==> config.mk <==
export PLATFORM = sky130hd
export DESIGN_NAME = axilite_timer_regs
export DESIGN_NICKNAME = d
export VERILOG_FILES = /design/src/rtl/axilite_timer_regs.sv
export SDC_FILE = /design/constraint.sdc
export NUM_CORES = 1
export LEC_CHECK = 0
export CAP_MARGIN = 20
export CORE_MARGIN = 3
export CORE_UTILIZATION = 48
export CTS_CLUSTER_SIZE = 16
export DETAILED_ROUTE_END_ITERATION = 8
export GPL_ROUTABILITY_DRIVEN = 0
export GPL_TIMING_DRIVEN = 0
export PLACE_DENSITY_LB_ADDON = 0.12
export RECOVER_POWER = 100
export SKIP_CTS_REPAIR_TIMING = 1
export SYNTH_ARGS = -nofsm -noshare
export SYNTH_HDL_FRONTEND = slang
export SYNTH_SLANG_ARGS = --single-unit
==> constraint.sdc <==
create_clock -name clk -period 3.34 [get_ports clk]
set_input_delay 0.501 -clock clk [delete_from_list [all_inputs] [get_ports clk]]
set_output_delay 0.501 -clock clk [all_outputs]
set_load 0.05 [all_outputs]
==> src/rtl/axilite_timer_regs.sv <==
// axilite_timer_regs -- AXI4-Lite register slave for a simple timer core.
//
// Register map (decoded from addr[3:2], anything at or above 0x10 is SLVERR):
//   0x00 CNT  rw  [0] enable, [1] up/down, [2] interrupt enable
//   0x04 TLR  rw  32-bit load value
//   0x08 TCR  ro  live counter from the timer core (writes -> SLVERR)
//   0x0C TIR  [0] zero-reached flag, write-1-to-clear, hardware set wins
//
// Ports:
//   clk, rst                 clock, asynchronous active-low reset
//   aw_* / w_* / b_*         AXI-Lite write channels (AW and W accepted independently)
//   ar_* / r_*               AXI-Lite read channels
//   cnt_strobe, cnt_ena/udt/ien   CNT write pulse and CNT bits
//   tlr_strobe, tlr_tlr      TLR write pulse and load value
//   tcr_strobe, tcr_tcr      TCR read-accept pulse and live counter input
//   tir_zero_set, irq        zero event input, interrupt (TIR[0] & ien)
//
// Build option: define AXILITE_TIMER_PROT_CHK_EN to reject unprivileged
// accesses (prot[0]==0) with SLVERR and no side effects.
module axilite_timer_regs #(
    parameter int ADDR_WIDTH = 32,
    parameter int DATA_WIDTH = 32
) (
    input  logic                  clk,
    input  logic                  rst,
    input  logic [ADDR_WIDTH-1:0] aw_addr,
    input  logic [2:0]            aw_prot,
    input  logic                  aw_valid,
    output logic                  aw_ready,
    input  logic [DATA_WIDTH-1:0] w_data,
    input  logic [3:0]            w_strb,
    input  logic                  w_valid,
    output logic                  w_ready,
    output logic [1:0]            b_resp,
    output logic                  b_valid,
    input  logic                  b_ready,
    input  logic [ADDR_WIDTH-1:0] ar_addr,
    input  logic [2:0]            ar_prot,
    input  logic                  ar_valid,
    output logic                  ar_ready,
    output logic [DATA_WIDTH-1:0] r_data,
    output logic [1:0]            r_resp,
    output logic                  r_valid,
    input  logic                  r_ready,
    output logic                  cnt_strobe,
    output logic                  cnt_ena,
    output logic                  cnt_udt,
    output logic                  cnt_ien,
    output logic                  tlr_strobe,
    output logic [31:0]           tlr_tlr,
    output logic                  tcr_strobe,
    input  logic [31:0]           tcr_tcr,
    input  logic                  tir_zero_set,
    output logic                  irq
);
    localparam logic [1:0] RESP_OKAY   = 2'b00;
    localparam logic [1:0] RESP_SLVERR = 2'b10;
    localparam logic [1:0] IDX_CNT = 2'd0;
    localparam logic [1:0] IDX_TLR = 2'd1;
    localparam logic [1:0] IDX_TCR = 2'd2;
    localparam logic [1:0] IDX_TIR = 2'd3;

    // Low through reset, high from the first edge after release; keeps all
    // ready outputs low while in reset without registering each one.
    logic                  live;
    logic                  aw_full, w_full;
    logic [ADDR_WIDTH-1:0] aw_addr_q;
    logic [2:0]            aw_prot_q;
    logic [DATA_WIDTH-1:0] w_data_q;
    logic [3:0]            w_strb_q;
    logic [2:0]            cnt_q;
    logic [31:0]           tlr_q;
    logic                  tir_q;

    assign aw_ready = live && !aw_full && !b_valid;
    assign w_ready  = live && !w_full  && !b_valid;
    assign ar_ready = live && !r_valid;

    logic wr_priv_ok, rd_priv_ok;
`ifdef AXILITE_TIMER_PROT_CHK_EN
    assign wr_priv_ok = aw_prot_q[0];
    assign rd_priv_ok = ar_prot[0];
`else
    assign wr_priv_ok = 1'b1;
    assign rd_priv_ok = 1'b1;
`endif

    // Bits with no function in every build; collected so nothing dangles.
    logic unused_bits;
    assign unused_bits = ^{aw_prot_q, ar_prot, aw_addr_q[1:0], ar_addr[1:0]};

    // Write decode works off the holding registers; commit fires once, on the
    // cycle after both halves are present, and b_valid blocks a repeat.
    logic [1:0] wr_idx, rd_idx;
    logic       commit, wr_ok, wr_cnt, wr_tlr, w1c;
    assign wr_idx = aw_addr_q[3:2];
    assign commit = aw_full && w_full && !b_valid;
    assign wr_ok  = (aw_addr_q[ADDR_WIDTH-1:4] == '0) && (wr_idx != IDX_TCR) && wr_priv_ok;
    assign wr_cnt = commit && wr_ok && (wr_idx == IDX_CNT);
    assign wr_tlr = commit && wr_ok && (wr_idx == IDX_TLR);
    assign w1c    = commit && wr_ok && (wr_idx == IDX_TIR) && w_strb_q[0] && w_data_q[0];

    logic                  rd_hs, rd_ok;
    logic [DATA_WIDTH-1:0] rd_mux;
    assign rd_idx = ar_addr[3:2];
    assign rd_hs  = ar_valid && ar_ready;
    assign rd_ok  = (ar_addr[ADDR_WIDTH-1:4] == '0) && rd_priv_ok;

    // Read data comes from current register state, so a read accepted on a
    // commit edge sees the pre-write value.
    always_comb begin
        rd_mux = '0;
        if (rd_ok) begin
            case (rd_idx)
                IDX_CNT: rd_mux[2:0] = cnt_q;
                IDX_TLR: rd_mux      = tlr_q;
                IDX_TCR: rd_mux      = tcr_tcr;
                default: rd_mux[0]   = tir_q;
            endcase
        end
    end

    always_ff @(posedge clk or negedge rst) begin
        if (!rst) begin
            live       <= 1'b0;
            aw_full    <= 1'b0;
            aw_addr_q  <= '0;
            aw_prot_q  <= '0;
            w_full     <= 1'b0;
            w_data_q   <= '0;
            w_strb_q   <= '0;
            b_valid    <= 1'b0;
            b_resp     <= RESP_OKAY;
            r_valid    <= 1'b0;
            r_data     <= '0;
            r_resp     <= RESP_OKAY;
            cnt_q      <= '0;
            tlr_q      <= '0;
            tir_q      <= 1'b0;
            cnt_strobe <= 1'b0;
            tlr_strobe <= 1'b0;
            tcr_strobe <= 1'b0;
        end else begin
            live       <= 1'b1;
            cnt_strobe <= wr_cnt;
            tlr_strobe <= wr_tlr;
            tcr_strobe <= rd_hs && rd_ok && (rd_idx == IDX_TCR);

            if (aw_valid && aw_ready) begin
                aw_full   <= 1'b1;
                aw_addr_q <= aw_addr;
                aw_prot_q <= aw_prot;
            end
            if (w_valid && w_ready) begin
                w_full   <= 1'b1;
                w_data_q <= w_data;
                w_strb_q <= w_strb;
            end

            if (commit) begin
                b_valid <= 1'b1;
                b_resp  <= wr_ok ? RESP_OKAY : RESP_SLVERR;
            end else if (b_valid && b_ready) begin
                b_valid <= 1'b0;
                aw_full <= 1'b0;
                w_full  <= 1'b0;
            end

            if (wr_cnt && w_strb_q[0])
                cnt_q <= w_data_q[2:0];
            for (int i = 0; i < 4; i++)
                if (wr_tlr && w_strb_q[i])
                    tlr_q[8*i +: 8] <= w_data_q[8*i +: 8];

            if (tir_zero_set)
                tir_q <= 1'b1;
            else if (w1c)
                tir_q <= 1'b0;

            if (rd_hs) begin
                r_valid <= 1'b1;
                r_data  <= rd_mux;
                r_resp  <= rd_ok ? RESP_OKAY : RESP_SLVERR;
            end else if (r_valid && r_ready) begin
                r_valid <= 1'b0;
            end
        end
    end

    assign cnt_ena = cnt_q[0];
    assign cnt_udt = cnt_q[1];
    assign cnt_ien = cnt_q[2];
    assign tlr_tlr = tlr_q;
    assign irq     = tir_q & cnt_q[2];
endmodule

==> results.md <==
- Total power for the finished layout comes to 5.51 mW.
- The number of antenna violations at the first check in global routing came to 0.
- The deepest level of the CTS H-tree is 4.
- The first routing iteration left 209 violations.
- STA puts the critical path data arrival time at 3.05 ns.
- Clock-pin slew was measured on the worst setup and hold paths at 0.06 ns.
- Setup repair after global routing left no endpoint under its margin.
- By count the netlist is led by 144 x sky130_fd_sc_hd__dfrtp_1, 87 x sky130_fd_sc_hd__mux2_2, 37 x sky130_fd_sc_hd__nand2_1.
- The vias per cell is 5.24.
- The number of detailed-route iterations in the first pass is 4.
- The most used standard cell by instance count after synthesis is sky130_fd_sc_hd__dfrtp_1.
- TritonCTS built the clock tree.
- Summing the areas of all and, or, nand and nor instances in the mapped netlist gives 9.73% of the synthesized area.
- Summed over all layers, the global routing overflow is 0.
- In this run, synthesis inferred 0 flip-flops with an integrated enable.
- The classification of the worst setup path is register to register.
- Counting along the longest clock path gives a buffer depth of 2.
- The floorplan step defined a die boundary enclosing 13800 sq um.
- For this run, design rule violations remaining after detail routing come to 0.
- The minimum hold slack is 0.478 ns.
- The count of final hold-check violations came to 0.
- The worst-margin pin slew is 2.30 ns.
- Including well taps, the total number of placed cells is 822.
- The finished cells cover 8910 sq um.
- The horizontal die dimension is 118 um.
- The cell row count is 40.
- The maximum VDD drop is 411 uV.
- The standard cell core area is 12100 sq um.
- Measured against its own limit, the worst slew margin works out to -53.2%.
- STA classifies the critical path endpoint as a register.
- The share of the yosys chip area belonging to registers is 60.3%.
- By area, the combinational part of the netlist is dominated by multiplexers.
- In the final layout, the share of cells above drive strength 1 is 19.2%.
- Power spread over the standard cell area amounts to 618 nW/um^2.
- The first global-routing pass estimated 25.8 mm of wire.
- The final cell count without fillers is 854.
- The synthesized design contains 144 register bits.
- Along the worst path, the maximum fanout reaches 8.
- The launching element type of the critical path is a register.
- 0 antenna diodes ended up in the layout.
- In this run the critical register-to-register path is launched from aw_addr_q[6].
- The detailed router placed 4476 vias in this run.
- Setup violations remaining at the end of the flow were counted as 0.
- The HPWL after detailed placement is 12.4 mm.
- The routed length per placed instance is 19.1 um.
- The post-synthesis cell type with the largest combined area is sky130_fd_sc_hd__dfrtp_1.
- In this run the vertical extent of the chip is 118 um.
- The number of pins exceeding their max-slew limit in the final report is 42.
- Once detail routing completed, the nets flagged for antenna violations numbered 0.
- The run finished, with violations left.
- Input and output buffers added on the ports amount to 213.
- The tightest min-delay check is of the register to register type.
- Global routing used 23.9% of the available tracks.
- The tree is rooted in a sky130_fd_sc_hd__clkbuf_16.
- The post-placement setup slack is 0.497 ns.
- The global routing usage on met2 is 41.9%.
- The max capacitance violation total is 1.
- The highest achievable clock rate is 362 MHz.
- The startpoint identified for the worst hold timing path is r_data[22].
- The compound-gate portion of the synthesized area is 8.10%.
- The tree built by TritonCTS fans out to 144 sinks.
- The analysis attributes to cell leakage a power of 4.00 nW.
- The worst path setup slack after routing is 0.576 ns.
- The synthesized netlist devotes 0% of its cell area to XOR and XNOR gates.
- At the later pin of the worst-skew pair, clock insertion delay measures 0.41 ns.
- The cell count after synthesis is 439.
- Cells fill 73.6% of the core in the end.
- The synthesized design devotes to its leading area cell type 60.3% of total area.
- Yosys printed 0 warnings.
- The average instance in the mapped netlist occupies 13.6 sq um.
- Entering global routing, the biggest net connects 104 pins.
- The number of distinct library cells after synthesis is 33.
- Counting the buffers created by CTS gives 17.
- Of all flip-flops after synthesis, the portion carrying an async set or reset was 100%.
- Of the total synthesized cell area, the portion taken by full adders, half adders and majority gates is 0.837%.
- For this configuration, the core starts out at a cell density of 49.4%.
- The clock arrives with 0.00553 ns of skew.
- For met3 alone, demand over resource in global routing was 7.40%.
- The final-stage net count is 823.
- Measured against the total synthesized area, the mux share comes to 18.8%.
- Tracing the worst setup path back leads to its startpoint at aw_addr_q[6].
- Global routing used 27.0% of the available met1 tracks.
- Data on the critical path is required at its endpoint by 3.63 ns.
- The dominant register cell in the synthesized netlist is sky130_fd_sc_hd__dfrtp_1.
- The sum of negative setup slack is 0 ns.
- By area the synthesized netlist is led by sky130_fd_sc_hd__dfrtp_1 60%, sky130_fd_sc_hd__mux2_2 16%, sky130_fd_sc_hd__a22oi_1 3.6%.
- The checks that failed: max-capacitance violations, max-slew violations.
- During I/O placement, the number of pins put on the boundary was 226.
- The final routed wirelength across all metal layers is 16.3 mm.
- Compared with the post-synthesis result, the final layout area differs by 49.0%.
- The via count of the first global-routing pass is 4816.
- The mapped netlist covers 5980 sq um.
- The most heavily used metal layer in global routing is met2.
- The instance area at placement is 8360 sq um.
- The clock period minus worst slack is 2.76 ns.
- The ratio of final minimum period to clock period is 82.8%.
-- final timing paths --
check	endpoint	slack [ns]	depth (start not counted)
hold reg to reg	r_data[22]	0.48	2
max in group asynchronous	r_valid	1.22	2
setup / recovery	tlr_tlr[9]	0.58	4
min in group asynchronous	r_data[16]	0.78	1
hold / removal	r_data[22]	0.48	2
setup reg to reg	tlr_tlr[9]	0.58	4
-- routing by layer --
layer / vias to the layer above / wire (um)
li1: 2052 / -
met1: 2210 / 6110
met2: 188 / 8500
met3: 26 / 1240
met4: 0 / 435
met5: - / 0
-- worst max-delay path, stage by stage (launching register included) --
cell,delay [ns]
sky130_fd_sc_hd__dfrtp_1,0.38
sky130_fd_sc_hd__nor4_1,0.36
sky130_fd_sc_hd__nand4_1,0.46
sky130_fd_sc_hd__nor4_2,1.01
sky130_fd_sc_hd__mux2_2,0.43
-- where the power goes --
group | internal [mW] | switching, mW
sequential | 2.17 | 0.296
clock | 1.36 | 0.693
combinational | 0.583 | 0.403
total | 4.11 | 1.39
-- layout by cell type (no fill, tap or decap), types with 3 or more instances in the layout --
| cell type | n |
|---|---|
| sky130_fd_sc_hd__nor4_1 | 8 |
| sky130_fd_sc_hd__nand2_1 | 37 |
| sky130_fd_sc_hd__a21oi_1 | 3 |
| sky130_fd_sc_hd__dlygate4sd3_1 | 80 |
| sky130_fd_sc_hd__clkdlybuf4s50_1 | 132 |
| sky130_fd_sc_hd__nor4_4 | 4 |
| sky130_fd_sc_hd__mux2_2 | 84 |
| sky130_fd_sc_hd__a222oi_1 | 3 |
| sky130_fd_sc_hd__nor4_2 | 6 |
| sky130_fd_sc_hd__clkbuf_16 | 17 |
| sky130_fd_sc_hd__a22oi_1 | 29 |
| sky130_fd_sc_hd__inv_1 | 10 |
| sky130_fd_sc_hd__dfrtp_1 | 144 |
| sky130_fd_sc_hd__nand2b_1 | 3 |
| sky130_fd_sc_hd__clkinv_2 | 6 |
| sky130_fd_sc_hd__nand4_1 | 4 |
| sky130_fd_sc_hd__bufinv_16 | 5 |
| sky130_fd_sc_hd__mux2_1 | 12 |
| sky130_fd_sc_hd__ha_1 | 4 |
| sky130_fd_sc_hd__o21ai_0 | 35 |
| sky130_fd_sc_hd__o31ai_1 | 3 |
| sky130_fd_sc_hd__clkbuf_1 | 23 |
| sky130_fd_sc_hd__nor2_1 | 8 |
| sky130_fd_sc_hd__conb_1 | 3 |
-- area by class of cell --
type,count,area (sq um)
sequential,144,3600
timing repair buffer,214,2150
multi-input combinational,263,2170
clock inverter,12,188
clock buffer,20,457
tap,168,210
inverter,10,37.5
buffer,23,93.8
fill,862,3200
-- sequential cells by signal (all words and copies together), names as in the netlist --
name / cells
b_resp: 1
r_data: 32
tir_q: 1
w_strb_q: 4
tlr_tlr: 32
tlr_strobe: 1
w_full: 1
aw_addr_q: 30
aw_full: 1
w_data_q: 32
cnt_q: 3
r_resp: 1
b_valid: 1
live: 1
r_valid: 1
cnt_strobe: 1
tcr_strobe: 1
-- logic make-up (layout without fill, tap and decap cells) --
| group | Yosys count | in the layout |
|---|---|---|
| buffers and inverters | 33 | 279 |
| DFF | 144 | 144 |
| adders and majority gates | 4 | 4 |
| and+or+nand+nor | 83 | 83 |
| AOI/OAI and AO/OA | 76 | 76 |
| muxes | 97 | 97 |
| other | 2 | 3 |
Note: power is estimated with default switching activity, not from simulation.
